## config.mk

```make
export PLATFORM = sky130hd
export DESIGN_NAME = pfm_boot_loader
export DESIGN_NICKNAME = d
export VERILOG_FILES = /design/src/rtl/pkg_boot_utils.sv /design/src/rtl/pfm_boot_loader.sv
export SDC_FILE = /design/constraint.sdc
export NUM_CORES = 1
export LEC_CHECK = 0
export CORE_UTILIZATION = 43
export DETAILED_ROUTE_END_ITERATION = 12
export HOLD_SLACK_MARGIN = 0.12
export PLACE_DENSITY = 0.66
export SLEW_MARGIN = 10
export SYNTH_ARGS = -nofsm -noshare
export SYNTH_HDL_FRONTEND = slang
export SYNTH_SLANG_ARGS = --single-unit
```

## constraint.sdc

```tcl
create_clock -name sys_clk -period 5.3 [get_ports sys_clk]
set_input_delay 0.795 -clock sys_clk [delete_from_list [all_inputs] [get_ports sys_clk]]
set_output_delay 0.795 -clock sys_clk [all_outputs]
set_load 0.03 [all_outputs]
```

## src/rtl/pkg_boot_utils.sv

```systemverilog
// Shared types and helpers for the PFM boot loader: frame FSM states,
// the frame sync marker and the checksum step.
package pkg_boot_utils;

    typedef enum logic [2:0] {
        IDLE   = 3'd0,
        LEN_LO = 3'd1,
        LEN_HI = 3'd2,
        DATA   = 3'd3,
        CHECK  = 3'd4,
        DONE   = 3'd5,
        ERROR  = 3'd6
    } boot_state_t;

    localparam logic [7:0] BOOT_SYNC_BYTE = 8'hA5;

    function automatic logic [7:0] boot_xor8(input logic [7:0] acc, input logic [7:0] b);
        return acc ^ b;
    endfunction

endpackage

```

## src/rtl/pfm_boot_loader.sv

```systemverilog
// Byte-stream program loader: parses SYNC/LEN/DATA/CHK frames, writes LE words
// into the PFM and releases the CPU from reset once the checksum matches.
module pfm_boot_loader
    import pkg_boot_utils::*;
#(
    parameter int unsigned                  ADDR_BUS_WIDTH  = 32,
    parameter int unsigned                  DATA_BUS_WIDTH  = 32,
    parameter int unsigned                  PFM_DEPTH_WORDS = 1024,
    parameter logic [ADDR_BUS_WIDTH-1:0]    PFM_BASE_ADDR   = '0,
    parameter logic [7:0]                   SYNC_BYTE       = BOOT_SYNC_BYTE
) (
    input  logic                        sys_clk,
    input  logic                        sys_rst,
    input  logic                        rx_valid,
    input  logic [7:0]                  rx_data,
    output logic                        rx_ready,
    output logic                        pfm_wr_en,
    output logic [ADDR_BUS_WIDTH-1:0]   pfm_wr_addr,
    output logic [DATA_BUS_WIDTH-1:0]   pfm_wr_data,
    output logic                        cpu_rst_n,
    output logic                        boot_done,
    output logic                        boot_err,
    output logic [15:0]                 words_loaded
);

    localparam logic [15:0] MAX_WORDS = 16'(PFM_DEPTH_WORDS);

    boot_state_t                state_q, state_d;
    logic [7:0]                 len_lo_q, len_lo_d;
    logic [15:0]                len_q, len_d;
    logic [23:0]                word_q, word_d;
    logic [1:0]                 byte_idx_q, byte_idx_d;
    logic [7:0]                 chk_q, chk_d;
    logic [15:0]                words_q, words_d;
    logic                       rx_ready_q, rx_ready_d;
    logic                       wr_en_q, wr_en_d;
    logic [ADDR_BUS_WIDTH-1:0]  wr_addr_q, wr_addr_d;
    logic [DATA_BUS_WIDTH-1:0]  wr_data_q, wr_data_d;
    logic                       cpu_rst_n_q, cpu_rst_n_d;
    logic                       boot_done_q, boot_done_d;
    logic                       boot_err_q, boot_err_d;
    logic [15:0]                len_rx;

    assign len_rx = {rx_data, len_lo_q};

    always_comb begin
        state_d     = state_q;
        len_lo_d    = len_lo_q;
        len_d       = len_q;
        word_d      = word_q;
        byte_idx_d  = byte_idx_q;
        chk_d       = chk_q;
        words_d     = words_q;
        wr_en_d     = 1'b0;
        wr_addr_d   = wr_addr_q;
        wr_data_d   = wr_data_q;
        cpu_rst_n_d = cpu_rst_n_q;
        boot_done_d = boot_done_q;
        boot_err_d  = boot_err_q;

        if (rx_valid && rx_ready_q) begin
            case (state_q)
                IDLE, ERROR: begin
                    if (rx_data == SYNC_BYTE) begin
                        state_d    = LEN_LO;
                        chk_d      = 8'h00;
                        words_d    = 16'h0000;
                        byte_idx_d = 2'd0;
                        boot_err_d = 1'b0;
                    end
                end
                LEN_LO: begin
                    len_lo_d = rx_data;
                    state_d  = LEN_HI;
                end
                LEN_HI: begin
                    len_d = len_rx;
                    if (len_rx > MAX_WORDS) begin
                        state_d    = ERROR;
                        boot_err_d = 1'b1;
                    end else if (len_rx == 16'h0000) begin
                        state_d = CHECK;
                    end else begin
                        state_d = DATA;
                    end
                end
                DATA: begin
                    chk_d      = boot_xor8(chk_q, rx_data);
                    byte_idx_d = byte_idx_q + 2'd1;
                    case (byte_idx_q)
                        2'd0: word_d[7:0]   = rx_data;
                        2'd1: word_d[15:8]  = rx_data;
                        2'd2: word_d[23:16] = rx_data;
                        default: begin
                            // Top lane goes straight to the write port; address uses the pre-increment count.
                            wr_en_d   = 1'b1;
                            wr_data_d = DATA_BUS_WIDTH'({rx_data, word_q});
                            wr_addr_d = PFM_BASE_ADDR + ADDR_BUS_WIDTH'({words_q, 2'b00});
                            words_d   = words_q + 16'd1;
                            if (words_d == len_q) begin
                                state_d = CHECK;
                            end
                        end
                    endcase
                end
                CHECK: begin
                    if (rx_data == chk_q) begin
                        state_d     = DONE;
                        cpu_rst_n_d = 1'b1;
                        boot_done_d = 1'b1;
                    end else begin
                        state_d    = ERROR;
                        boot_err_d = 1'b1;
                    end
                end
                DONE: begin
                    state_d = DONE;
                end
                default: begin
                    state_d = IDLE;
                end
            endcase
        end

        // DONE is terminal, so upstream is stalled from the entry edge onward.
        rx_ready_d = (state_d != DONE);
    end

    always_ff @(posedge sys_clk or posedge sys_rst) begin
        if (sys_rst) begin
            state_q     <= IDLE;
            len_lo_q    <= 8'h00;
            len_q       <= 16'h0000;
            word_q      <= 24'h000000;
            byte_idx_q  <= 2'd0;
            chk_q       <= 8'h00;
            words_q     <= 16'h0000;
            rx_ready_q  <= 1'b1;
            wr_en_q     <= 1'b0;
            wr_addr_q   <= PFM_BASE_ADDR;
            wr_data_q   <= '0;
            cpu_rst_n_q <= 1'b0;
            boot_done_q <= 1'b0;
            boot_err_q  <= 1'b0;
        end else begin
            state_q     <= state_d;
            len_lo_q    <= len_lo_d;
            len_q       <= len_d;
            word_q      <= word_d;
            byte_idx_q  <= byte_idx_d;
            chk_q       <= chk_d;
            words_q     <= words_d;
            rx_ready_q  <= rx_ready_d;
            wr_en_q     <= wr_en_d;
            wr_addr_q   <= wr_addr_d;
            wr_data_q   <= wr_data_d;
            cpu_rst_n_q <= cpu_rst_n_d;
            boot_done_q <= boot_done_d;
            boot_err_q  <= boot_err_d;
        end
    end

    assign rx_ready     = rx_ready_q;
    assign pfm_wr_en    = wr_en_q;
    assign pfm_wr_addr  = wr_addr_q;
    assign pfm_wr_data  = wr_data_q;
    assign cpu_rst_n    = cpu_rst_n_q;
    assign boot_done    = boot_done_q;
    assign boot_err     = boot_err_q;
    assign words_loaded = words_q;

endmodule
```

## Word-level counts from Yosys, hierarchy flattened

Cells that the tools add are included.

| operators by class | value |
|---|---|
| add/subtract/negate cells | 2 |
| order comparisons | 1 |
| eq/ne operators | 16 |
| multiplexer cells | 22 |
| bitwise gates (word level) | 2 |
| reductions and logical operators | 18 |

Operators by type and width:

| operator | number |
|---|---|
| $mux 16 | 2 |
| $pmux 16 s2 | 1 |
| $mux 3 | 6 |
| $pmux 3 s6 | 1 |
| $reduce_and 3->1 | 6 |
| $add 16x1->16 const B | 1 |
| $eq 16x16->1 | 1 |
| $gt 16x11->1 const B | 1 |
| $logic_not 16->1 | 1 |
| $pmux 8 s2 | 1 |
| $eq 3x3->1 const B | 3 |
| $eq 8x8->1 | 1 |
| $eq 8x8->1 const B | 1 |
| $mux 8 | 1 |
| $ne 2x2->1 const B | 4 |
| $xor 8x8->8 | 1 |
| $eq 3x2->1 const B | 2 |
| $mux 1 | 6 |
| $reduce_and 5->1 | 1 |
| $mux 2 | 2 |
| $pmux 2 s2 | 1 |
| $reduce_and 2->1 | 2 |
| $reduce_and 4->1 | 1 |
| $eq 3x1->1 const B | 1 |
| 13 further kinds | 13 |

| word-level totals | value |
|---|---|
| flip-flop bits (word level) | 129 |
| input port bits | 11 |
| output and inout port bits | 85 |
| logic and storage cells | 76 |

## Logic depth before layout (Yosys ltp)

Gate-level depths: netlist (run 1).

| logic depth | value |
|---|---|
| depth in word-level cells | 7 |
| gate-level depth with buffers | 9 |
| gate-level depth less buffers | 8 |

## Worst setup path before layout (run 1)

No wires, ideal clock.

| timing path | value |
|---|---|
| kind | input port to flip-flop |
| start point | in rx_data[3] |
| end point | reg words_q[10], in the netlist words_loaded[10] |
| library setup time | 0.140 ns |
| arrival | 2.368 ns |
| data required time | 5.160 ns |
| path slack | 2.792 ns |
| cell stages on the path | 8 |
| path buffers | 2 |
| path through | buf_6 or3_4 or3_4 nor4_4 o21ai_2 buf_6 o21ai_1 o41ai_1 |

| between the ends | value |
|---|---|
| longest elaborated chain between the ends | 3 |

Ends and longest elaborated chain:

| element | line | RTL |
|---|---|---|
| start, declared | pfm_boot_loader.sv:15 | `input logic [7:0] rx_data,` |
| $eq 8x8->1 | pfm_boot_loader.sv:64 | `if (rx_data == SYNC_BYTE) begin` |
| $ne 2x2->1 (no source line) | -- |  |
| $reduce_and 4->1 (no source line) | -- |  |
| end signal, assigned | pfm_boot_loader.sv:152 | `words_q <= words_d;` |
| end, declared | pfm_boot_loader.sv:34 | `logic [15:0] words_q, words_d;` |

No other way between the ends.
A chain may end at the register's enable or synchronous reset.

## Final worst setup path (run 1)

| timing path | value |
|---|---|
| start point | in rx_data[4] |
| end point | reg words_q[14], in the netlist words_loaded[14] |

Same word-level chain as after synthesis.

==> out/metrics.yaml, run 1 <==
grt_start_max_net_pins: 65
hold_path_class: "reg -> reg"
synthMuxAreaShare: 0.0813
synth_compound_area_frac: 0.0883
synth.area.top_cells: "dfrtp_1 (51%), nand2_1 (10%), mux2_2 (8.1%)"
antenna_found_initial: 0
drc: 0
io_buffers: 79
die_y_um: 122
grt_overflow: 0
synth_top_family_by_area: "simple AND/OR/NAND/NOR gates"
cts.sinks: 129
dieArea_sq_mm: 0.0150
synth_edf_count: 0
drive_gt1_frac: 0.130
clkSlewWorstSetupHoldPaths_ns: 0.06
hold_path_depth: 2
drt_wl_total_um: 14300
leakage_uw: 0.00361
clock_path_buffers: 2
crit_path_start_kind: "input pin"
outcome: "finished clean"
power.density_mw_per_mm2: 354
first_iter_violations: 369
start_util: 0.446
setup_viol: 0
cp.required_ns: 5.59
area_delta_synth_final_pct: 22.4
synth_flop_cell: "dfrtp_1"
grt_pass1_vias: 4524
syn_inst: 636
crit_path_end_kind: "flop"
fin_setup_tns_ns: 0
ios: 96
fill_cells: 1240
layout_common_cells: "nand2_1 (167), dfrtp_1 (128), clkdlybuf4s50_1 (79), mux2_2 (45), o21ai_0 (38)"
worst_slew_pin_slew_ns: 0.844
vias_per_cell: 5.38
synth-simple-area-share: 0.197
synthAdderAreaFrac: 0.0120
ir_worst_vdd_uv: 228
insertion_delay_ns: 0.42
synth-seq-area-share: 0.518
post_cts_buffers: 0
hold_viol: 0
cts-root-buf: "clkbuf_16"
rsz0062_at_grt: "no"
track_usage: 0.206
synth_top_cell_by_area: "dfrtp_1"
routedWlPerCell_um: 16.0
synth_xor_area_frac: 0.0486
h-tree-depth: 4
first_pass_iters: 5
drv_slew: 0
dp_hpwl_um: 9400
postSynth.asyncResetShare: 1.00
ys_types: 56
synth_area_per_cell_sq_um: 9.80
coreArea_sq_mm: 0.0140
clock.fmax_mhz: 327
hold_slack_ns: 0.464
syn_area_sq_mm: 0.00623
ys_ff_latch: 129
final_common_cell: "nand2_1"
synth_top_cell_area_share: 0.514
finalNetCount: 713
min_period_ns: 3.06
final_core_util: 0.546
diodes: 0
place_congestion: 0.846
reg2regPathDepth: 6
min_period_over_period: 0.577
rows: 43
ant_nets: 0
critPathKind: "in -> reg"
cts_resized: 0
numCtsBuffers: 17
worstPathMaxFanout: 17
ys_warn_count: 0
relSlewSlack: 0.436
cts_tree: "built"
max-cap-violations: 0
die_x_um: 122
cts-hold-fix-buffers: 0
grt_pass1_wl_um: 23300
num_vias: 4781
cp.arrival_ns: 3.35
power.total_uw: 2700
fin_worst_skew_ns: 0.00509
[power by group]
| group | total, uW | internal, uW | leakage (uW) | switching (uW) |
|---|---|---|---|---|
| clock | 1170 | 749 | 0.000288 | 422 |
| combinational | 365 | 177 | 0.00155 | 188 |
| sequential | 1160 | 1070 | 0.00177 | 91.7 |
[cell usage after synthesis (2+ instances only)]
master     number
buf_2           5
and3_1         10
xnor2_1        22
and2_1          2
nand3_1        15
o41ai_1         3
buf_6           2
mux2_2         45
a21oi_1         5
nor2b_1         3
nor3_1          4
o21a_1          3
buf_4          17
dfrtp_1       128
a31oi_1         2
o21ai_0        38
nor4_1          8
a211oi_1        2
a32oi_1         2
nand2b_1        7
nand4_1         8
o21ai_2         2
a22oi_1         2
a21o_1          3
nor2_1         28
ha_1            6
a2111oi_0       2
o21ai_1         5
o31ai_1         8
or3_4           2
xor2_1         10
inv_1          10
clkbuf_1       32
nand2_1       168
and4_1          4
nand3b_1        2
o311ai_0        2
[worst max-delay path: stages]
cell,delay [ns]
clkdlybuf4s50_1,0.72
or3_4,0.52
or3_4,0.44
nor4_4,0.21
o21ai_2,0.28
o21ai_0,0.25
o21ai_0,0.11
[layer usage]
| metal | up-vias | track usage | share of wire | wire length (um) |
|---|---|---|---|---|
| met5 | - | 0 | 0 | 0 |
| met4 | 0 | 0.0694 | 0.011 | 156 |
| met3 | 13 | 0.0497 | 0.049 | 697 |
| met2 | 148 | 0.326 | 0.49 | 6990 |
| met1 | 2373 | 0.277 | 0.45 | 6410 |
| li1 | 2247 | - | - | - |
[flip-flops by register name (all words and copies together), names as in the netlist]
signal	flops
pfm_wr_data	32
word_q	24
len_q	16
pfm_wr_addr	16
words_loaded	16
chk_q	8
len_lo_q	8
state_q	3
byte_idx_q	2
boot_done	1
boot_err	1
pfm_wr_en	1
rx_ready	1
[metrics by stage]
| step | setup WS [ns] | area [sq um] | cells |
|---|---|---|---|
| finish | 2.24 | 7630 | 889 |
| floorplan | 1.07 | 6290 | 651 |
| global route | 2.05 | 7630 | 889 |
| CTS | 2.23 | 7630 | 889 |
| detailed placement | 1.84 | 7040 | 857 |
| global placement | 1.86 | 7040 | 857 |
[cells by family after synthesis]
| group | count (synthesis) |
|---|---|
| other | 1 |
| and+or+nand+nor | 268 |
| AOI/OAI and AO/OA | 86 |
| muxes | 45 |
| buffers and inverters | 68 |
| adders and majority gates | 6 |
| DFF | 129 |
| xor gates and xnor gates | 33 |
[layout make-up]
type                       instances  area (sq um)  area share
sequential                       129          3230       0.423
multi-input combinational        454          2720       0.357
timing repair buffer              83           821       0.108
clock buffer                      22           454      0.0595
tap                              180           225      0.0295
clock inverter                    10           135      0.0177
inverter                          11          43.8     0.00574
[worst paths after layout]
| path | end | start | slack (ns) |
|---|---|---|---|
| max | words_loaded[14] | rx_data[4] | 2.24 |
| min | pfm_wr_data[16] | word_q[16] | 0.46 |
| max reg2reg | words_loaded[14] | state_q[1] | 2.32 |
| min reg2reg | pfm_wr_data[16] | word_q[16] | 0.46 |
| max in group asynchronous | rx_ready | sys_rst | 3.40 |
| min in group asynchronous | pfm_wr_addr[14] | sys_rst | 0.88 |
(Power assumes the default switching activity.)
==> run 2, diff against run 1 <==
Settings changed: PLACE_DENSITY 0.66 to 0.69.
Clock period 5.3 ns to 2.8 ns, I/O delays scaled along.
==> run 2 against run 1 <==
  * Clock-buffer cell count is 2 lower
  * Final cell count is 2.7% higher
  * Critical path depth is 1 higher
  * Combinational power is 110% higher
  * Sequential power is 86% higher
  * Critical endpoint is now state_q[1]
  * Highest routed layer unchanged
==> out/metrics.yaml, run 2 (synthesis results as in run 1) <==
outcome: "finished clean"
r2r_start: "words_loaded[6]"
drt_wl_total_um: 14300  # about the same
finalNetCount: 737  # +3.4%
min_period_over_period: 0.907
layout_common_cells: "nand2_1 (167), dfrtp_1 (128), clkdlybuf4s50_1 (79), mux2_2 (45), o21ai_0 (38)"
grt_pass1_wl_um: 23500  # +1.2%
place_congestion: 0.903  # +6.7%
path_cells: "nand3_1, buf_4, nor3_1, xnor2_1, nand4_1, nor4_2, buf_4, o21ai_0"
ios: 96  # unchanged
ir_worst_vdd_uv: 426  # +87%
grt_start_max_net_pins: 130  # +100%
antenna_found_initial: 0  # unchanged
cts_resized: 0  # unchanged
cp.arrival_ns: 2.82  # -0.53 ns
clkSlewWorstSetupHoldPaths_ns: 0.06  # about the same
timing.reg2reg.setup_slack_ns: 0.26  # -2.06 ns
coreArea_sq_mm: 0.0140  # unchanged
max-cap-violations: 0  # unchanged
whs_endpoint: "pfm_wr_data[4]"
die_x_um: 122  # unchanged
relSlewSlack: 0.477  # +0.0410
hold_path_class: "reg -> reg"
io_buffers: 79  # unchanged
fill_cells: 1227  # -1.0%
fin_setup_tns_ns: 0  # unchanged
grt_pass1_vias: 4696  # +3.8%
cpPeakStageDelay_ns: 0.58  # -0.14 ns
cp_num_buf_inv: 2  # +1
ant_nets: 0  # unchanged
cts-root-buf: "clkbuf_16"
hold_slack_ns: 0.464  # -0.000229 ns
post_cts_buffers: 0  # unchanged
final_common_cell: "nand2_1"
vias_per_cell: 5.38  # about the same
hold_viol: 0  # unchanged
drv_slew: 0  # unchanged
regArea_sq_mm: 0.00323  # unchanged
first_pass_iters: 5  # unchanged
cts.sinks: 129  # unchanged
grt_overflow: 0  # unchanged
crit_path_end_kind: "flop"
cts-hold-fix-buffers: 0  # unchanged
setup_viol: 0  # unchanged
hold_path_depth: 2  # unchanged
rsz0062_at_grt: "no"
power.density_mw_per_mm2: 633  # +79%
die_y_um: 122  # unchanged
worst_slew_pin_slew_ns: 0.784  # -0.0603 ns
cp.required_ns: 3.08  # -2.51 ns
fin_worst_skew_ns: 0.00774  # +0.00265 ns
start_util: 0.446  # unchanged
track_usage: 0.207  # +0.00102
num_vias: 4914  # +2.8%
first_iter_violations: 336  # -8.9%
diodes: 0  # unchanged
hp-start: "word_q[4]"
leakage_uw: 0.00371  # +2.7%
reg2regPathDepth: 8  # +2
h-tree-depth: 4  # unchanged
insertion_delay_ns: 0.42  # about the same
numCtsBuffers: 17  # unchanged
critPathSlowestCell: "dfrtp_1"
routedWlPerCell_um: 15.6  # -2.6%
r2r-end: "state_q[1]"
clock_path_buffers: 2  # unchanged
crit_path_start_kind: "flop"
dieArea_sq_mm: 0.0150  # unchanged
area_delta_synth_final_pct: 25.0
worstPathMaxFanout: 11  # -6
rows: 43  # unchanged
min_period_ns: 2.54
clock.fmax_mhz: 394
critPathKind: "reg -> reg"
multiInputGateArea_sq_mm: 0.00272  # unchanged
drc: 0  # unchanged
crit_family: "simple AND/OR/NAND/NOR gates"
largest_reg_flops: 32  # unchanged
drive_gt1_frac: 0.162  # +0.0326
cts_tree: "built"
cpMostUsedCell: "buf_4"
dp_hpwl_um: 9480  # +0.79%
## run 2: cell types whose count changed in the layout (fill, tap and decap cells not counted)
cell        change
clkbuf_1        -3
clkinvlp_4      +3
clkbuf_8        +1
buf_4          +22
inv_4           -1
buf_12          +2
bufinv_16       -3
clkinv_4        +2
inv_6           +1
## run 2: through the flow
stage                     utilization  total power (uW)  setup slack [ns]  instance area (sq um)  cells
after global routing            0.557              5170             0.133                   7790    913
after CTS                       0.557              4970             0.294                   7790    913
after detailed placement        0.518              2960             0.102                   7250    881
after global placement          0.518              2920             0.135                   7250    881
final                           0.557              4930             0.260                   7790    913
after floorplan                     -              2780             0.511                   6290    651
## run 2: worst max-delay path by stage
stage	from	cells after the start	slack, ns	endpoint
finish	words_loaded[6]	8	0.26	state_q[1]
floorplan	words_loaded[1]	8	0.51	state_q[1]
global route	words_loaded[6]	8	0.13	state_q[0]
detailed placement	rx_data[3]	7	0.10	words_loaded[4]
CTS	words_loaded[5]	7	0.29	state_q[0]
global placement	rx_data[3]	7	0.13	words_loaded[9]
## run 2: area by class of cell
cell class,instances,share of cell area
clock buffers,20,0.0586
clock inverters,12,0.0111
inverters,11,0.00578
multi-input cells,454,0.349
flip-flops and latches,129,0.414
well taps,180,0.0289
repair buffers,107,0.132
## run 2: worst reg2reg max path: stages (launching register included)
cell	delay [ns]
dfrtp_1	0.58
nand3_1	0.24
buf_4	0.21
nor3_1	0.36
xnor2_1	0.18
nand4_1	0.16
nor4_2	0.41
buf_4	0.19
o21ai_0	0.08
## run 2: where the power goes
part           internal [uW]  total, uW  leakage (uW)  switching (uW)
clock                   1180       2000      0.000262             821
combinational            364        776       0.00168             413
sequential              2030       2160       0.00177             129
total                   3570       4930       0.00371            1360
## run 2: metal layers
layer / track usage / vias up / wire [um]
met5: 0 / - / 0
li1: - / 2300 / -
met4: 0.0899 / 0 / 263
met2: 0.333 / 169 / 7090
met1: 0.272 / 2426 / 6200
met3: 0.0404 / 19 / 703
==> variant 1: new RTL, settings of run 1 <==
The 7 states of `boot_state_t` get a one-hot encoding in 7 bits.
--- a/src/rtl/pkg_boot_utils.sv
+++ b/src/rtl/pkg_boot_utils.sv
@@ -4,10 +4,10 @@
 
-    typedef enum logic [2:0] {
-        IDLE   = 3'd0,
-        LEN_LO = 3'd1,
-        LEN_HI = 3'd2,
-        DATA   = 3'd3,
-        CHECK  = 3'd4,
-        DONE   = 3'd5,
-        ERROR  = 3'd6
+    typedef enum logic [6:0] {
+        IDLE   = 7'b0000001,
+        LEN_LO = 7'b0000010,
+        LEN_HI = 7'b0000100,
+        DATA   = 7'b0001000,
+        CHECK  = 7'b0010000,
+        DONE   = 7'b0100000,
+        ERROR  = 7'b1000000
     } boot_state_t;
Formal check against the unedited RTL: same outputs for any inputs over 4 cycles, from zero or initial values and one cycle with sys_rst high; so few cycles prove little.
==> variant 1 against run 1 <==
  * Final cell count increased by 2.0%
  * Worst setup slack got worse by 740 ps
  * Critical path type unchanged
  * Synthesized area grew 2.7%
  * Wire length rose by 4.8%
  * Critical endpoint unchanged
  * Cell area rose by 2.6%
  * Count of clock-buffer cells in the layout shrank 5
  * Die area rose by 2.7%
  * Sequential cell count up 4
  * Via count grew 1.7%
  * First-iteration DRC count up 16%
  * Highest routed layer unchanged
Power is not compared: it rests on default switching activity, and its combinational part moved more than twofold at a synthesized area within 25%.
==> variant 1: results <==
set metrics [dict create \
    min_path_type "flip-flop to flip-flop" \
    count_of_buffers_from_port_buffering 79 \
    maxSlewViolCount 0 \
    number_of_cts_inserted_buffers 17 \
    synth_warnings 0 \
    cts_setup_buffers 0 \
    drive_gt1_share_pct 13.6 \
    largest_register_ffs 32 \
    clock_input_transition_at_the_sequential_cells_of_the_worst_setup_and_hold_paths_ps 60 \
    leakagePower_nw 3.70 \
    critical_path_peak_fanout 65 \
    synth-main-ff-cell "sky130_fd_sc_hd__dfrtp_1" \
    async_reset_ff_share_pct 100 \
    initialDrtViolationCount 427 \
    wire_per_inst_um 16.5 \
    postPlaceCellArea_um2 7200 \
    fin_worst_skew_ps 7.22 \
    detailed_place_hpwl_mm 9.70 \
    grt_antenna_before_repair 0 \
    post_synth_most_frequent_cells "187 x sky130_fd_sc_hd__nand2_1, 131 x sky130_fd_sc_hd__dfrtp_1, 48 x sky130_fd_sc_hd__mux2_2, 44 x sky130_fd_sc_hd__o21ai_0, 28 x sky130_fd_sc_hd__nor2_1" \
    grt_start_max_net_pins 78 \
    place_congestion 0.821 \
    vias 4860 \
    critPathArrivalTime_ps 4130 \
    tightest_slew_ps 952 \
    grt_use_total_pct 21.6 \
    yosys.cell_types.count 67 \
    number_of_buffers_between_clock_root_and_the_deepest_sink 2 \
    htree_levels 4 \
    p_int_mw 1.86 \
    final_net_count 727 \
    cts.root.buffer_cell "sky130_fd_sc_hd__clkbuf_16" \
    n_antenna_cell 0 \
    post_cts_resize_count 0 \
    grt_pass1_vias 4927 \
    yosysSeqAreaShare_pct 52.0 \
    drt_pre_antenna_iters 5 \
    ir_drop_mv 0.227 \
    grt_pass1_wl_mm 25.2 \
    synth.top_cells.by_area "sky130_fd_sc_hd__dfrtp_1 51%, sky130_fd_sc_hd__nand2_1 11%, sky130_fd_sc_hd__mux2_2 8.4%" \
    outcome "complete, no violations" \
    latest_clock_arrival_within_the_worst_skew_pair_ps 430 \
    globalRoute.totalOverflow 0 \
]
variant 1: logic make-up (layout without fill, tap and decap cells):
| family | after synthesis | after routing | synth area share [%] |
|---|---|---|---|
| other | 1 | 16 | 0.0585 |
| AO/OA/AOI/OAI | 84 | 84 | 8.52 |
| buffers and inverters | 63 | 119 | 5.31 |
| adder cells (fa/ha/maj) | 5 | 5 | 0.977 |
| XOR/XNOR | 30 | 30 | 4.10 |
| multiplexers | 52 | 52 | 9.06 |
| flip-flops | 133 | 133 | 52.0 |
| AND/OR/NAND/NOR | 284 | 284 | 20.0 |
variant 1: path summary, 6_finish.rpt:
path,slack (ps),startpoint,depth (start not counted),end
setup / recovery,1500,rx_data[6],8,words_loaded[14]$_DFFE_PP0P_
hold / removal,470,word_q[10]$_DFFE_PP0P_,2,pfm_wr_data[10]$_DFFE_PP0P_
setup reg to reg,1590,state_q[2]$_DFF_PP0_,8,words_loaded[10]$_DFFE_PP0P_
hold reg to reg,470,word_q[10]$_DFFE_PP0P_,2,pfm_wr_data[10]$_DFFE_PP0P_
max in group asynchronous,3350,sys_rst,3,state_q[0]$_DFF_PP1_
min in group asynchronous,940,sys_rst,2,pfm_wr_data[6]$_DFFE_PP0P_
variant 1: stage by stage:
stage,cells,setup slack (ps)
2_1_floorplan,667,954
3_3_place_gp,876,1140
3_5_place_dp,876,1060
4_1_cts,907,1520
5_1_grt,907,1190
6_report,907,1500
variant 1: metal layers:
layer  vias up  track usage [%]  wire length, µm
met5         -                0                0
met4         0             7.89              230
met3        22             5.08              636
met2       126             35.8             7400
met1      2415             27.4             6670
li1       2297                -                -
variant 1: cell type report:
cell class | instances | area (µm²)
sequential | 133 | 3330
tap | 184 | 230
multi-input combinational | 471 | 2800
fill | 1255 | 6700
inverter | 5 | 21.3
clock buffer | 17 | 425
timing repair buffer | 83 | 821
clock inverter | 14 | 203
variant 1: critical path, stage by stage:
cell                              delay, ps
sky130_fd_sc_hd__clkdlybuf4s50_1        650
sky130_fd_sc_hd__or3_4                  470
sky130_fd_sc_hd__nor4_2                 490
sky130_fd_sc_hd__o2111ai_4              140
sky130_fd_sc_hd__buf_4                  380
sky130_fd_sc_hd__inv_2                  800
sky130_fd_sc_hd__nand4_1                180
sky130_fd_sc_hd__o21ai_0                210
variant 1: power groups by stage:
| stage | Sequential [mW] | Combinational (mW) | Clock [mW] |
|---|---|---|---|
| floorplan | 1.05 | 0.119 | 0 |
| global placement | 1.06 | 0.139 | 0 |
| detailed placement | 1.06 | 0.140 | 0 |
| CTS | 1.04 | 0.141 | 1.28 |
| global route | 1.05 | 0.155 | 1.31 |
| finish | 1.04 | 0.139 | 1.25 |
==> variant 2: new RTL, flow settings as in run 1 <==
Made on the original files. `ADDR_BUS_WIDTH`: 32 -> 64.
--- a/src/rtl/pfm_boot_loader.sv
+++ b/src/rtl/pfm_boot_loader.sv
@@ -5,3 +5,3 @@
 #(
-    parameter int unsigned                  ADDR_BUS_WIDTH  = 32,
+    parameter int unsigned                  ADDR_BUS_WIDTH  = 64,
     parameter int unsigned                  DATA_BUS_WIDTH  = 32,
Interface: changed (resized pfm_wr_addr); port bits go from 96 to 128. The function was not compared with the original's and may differ.
==> variant 2 against run 1 <==
  * Global-route usage is 1.0 points lower
  * Core utilization is 1.6 points lower
  * Register-to-register slack worse by 130 ps
  * Worst setup slack worse by 50 ps
  * Sequential cell count stayed put
  * Critical endpoint unchanged
  * Critical path type is now flip-flop to flip-flop
  * Via count is 2.3% higher
  * Total power is 1.0% lower
  * Cell area is 1.2% higher
  * First-iteration DRC count is 1.9% lower
  * Synthesized area is 3.9% higher
  * Wire length is 2.6% higher
  * Critical path depth stayed put
==> variant 2: results <==
set metrics [dict create \
    grt_use_total_pct 19.6 \
    leakagePower_nw 3.71 \
    latest_clock_arrival_within_the_worst_skew_pair_ps 410 \
    critical_path_peak_fanout 50 \
    synthCells 668 \
    crit_path_top_delay_cell "sky130_fd_sc_hd__inv_2" \
    post_synth_most_frequent_cells "168 x sky130_fd_sc_hd__nand2_1, 128 x sky130_fd_sc_hd__dfrtp_1, 49 x sky130_fd_sc_hd__buf_4, 45 x sky130_fd_sc_hd__mux2_2, 38 x sky130_fd_sc_hd__o21ai_0" \
    grt_pass1_vias 4590 \
    synth.top_cells.by_area "sky130_fd_sc_hd__dfrtp_1 49%, sky130_fd_sc_hd__nand2_1 9.7%, sky130_fd_sc_hd__mux2_2 7.8%" \
    avgViaCountPerCell 5.30 \
    critPathArrivalTime_ps 3440 \
    grt_start_max_net_pins 64 \
    htree_levels 4 \
    drive_gt1_share_pct 12.2 \
    routed_wirelength_mm 14.6 \
    grt_pass1_wl_mm 24.0 \
    vias 4889 \
    initialDrtViolationCount 362 \
    outcome "complete, no violations" \
    fin_worst_skew_ps 6.41 \
    netlist.area_leader.share_pct 49.5 \
    ir_drop_mv 0.253 \
    tightest_slew_ps 817 \
    final_net_count 745 \
    synth_warnings 0 \
    yosysSeqAreaShare_pct 49.9 \
    pre_cts_ws_ps 1750 \
    post_cts_resize_count 0 \
    post-place-cells 893 \
    longest_individual_stage_delay_on_the_worst_path_ps 760 \
    detailed_place_hpwl_mm 9.97 \
    place_congestion 0.828 \
]
-- variant 2: cell types whose count changed after synthesis --
cell,before,now
sky130_fd_sc_hd__buf_4,17,49
-- variant 2: per-stage QoR --
stage,instance area (µm²),util [%],power (mW)
3_5_place_dp,7170,49.1,1.58
4_1_cts,7720,52.9,2.70
5_1_grt,7720,52.9,2.79
3_3_place_gp,7170,49.1,1.56
6_report,7720,52.9,2.67
2_1_floorplan,6650,-,1.51
-- variant 2: metal layers --
| metal | wire [µm] | global-route usage (%) | vias up | part of all wire, % |
|---|---|---|---|---|
| met5 | 0 | 0 | - | 0 |
| met4 | 308 | 8.29 | 0 | 2.1 |
| met3 | 748 | 4.17 | 23 | 5.1 |
| met2 | 6970 | 30.2 | 176 | 48 |
| li1 | - | - | 2274 | - |
| met1 | 6590 | 26.6 | 2416 | 45 |
-- variant 2: worst paths after layout --
check / cells after the start / slack [ps] / to / from
worst max-delay path: 7 / 2190 / words_loaded[14]$_DFFE_PP0P_ / state_q[1]$_DFF_PP0_
worst min-delay path: 2 / 460 / pfm_wr_data[16]$_DFFE_PP0P_ / word_q[16]$_DFFE_PP0P_
worst max register to register: 7 / 2190 / words_loaded[14]$_DFFE_PP0P_ / state_q[1]$_DFF_PP0_
worst min register to register: 2 / 460 / pfm_wr_data[16]$_DFFE_PP0P_ / word_q[16]$_DFFE_PP0P_
max in group asynchronous: 3 / 3410 / rx_ready$_DFF_PP1_ / sys_rst
min in group asynchronous: 2 / 880 / pfm_wr_data[0]$_DFFE_PP0P_ / sys_rst
-- variant 2: critical path, delay by kind of cell (launching register included) --
kind	cells	cell delay (ps)
flops	1	670
buf+inv	2	940
compound gates	1	170
simple gates	4	1210
-- variant 2: power by group --
part           switching (mW)  total, mW  internal (mW)
registers              0.0902       1.16           1.07
logic                   0.225      0.403          0.177
clock network           0.400       1.11          0.706
-- variant 2: cell families (layout without fill, tap and decap cells) --
logic type / after synthesis / after routing / share of synthesized area [%]
adder cells (fa/ha/maj): 6 / 6 / 1.16
flip-flops: 129 / 129 / 49.9
AND/OR/NAND/NOR: 268 / 268 / 18.9
AO/OA/AOI/OAI: 86 / 86 / 8.50
other: 1 / 48 / 0.0579
buffers and inverters: 100 / 124 / 8.97
XOR/XNOR: 33 / 33 / 4.68
multiplexers: 45 / 45 / 7.83
-- variant 2: final cells by class --
cell class / instances / area, µm²
clock inverter: 7 / 85.1
clock buffer: 23 / 468
timing repair buffer: 83 / 821
inverter: 11 / 43.8
sequential: 129 / 3230
fill: 1293 / 6870
multi-input combinational: 486 / 2840
tap: 184 / 230
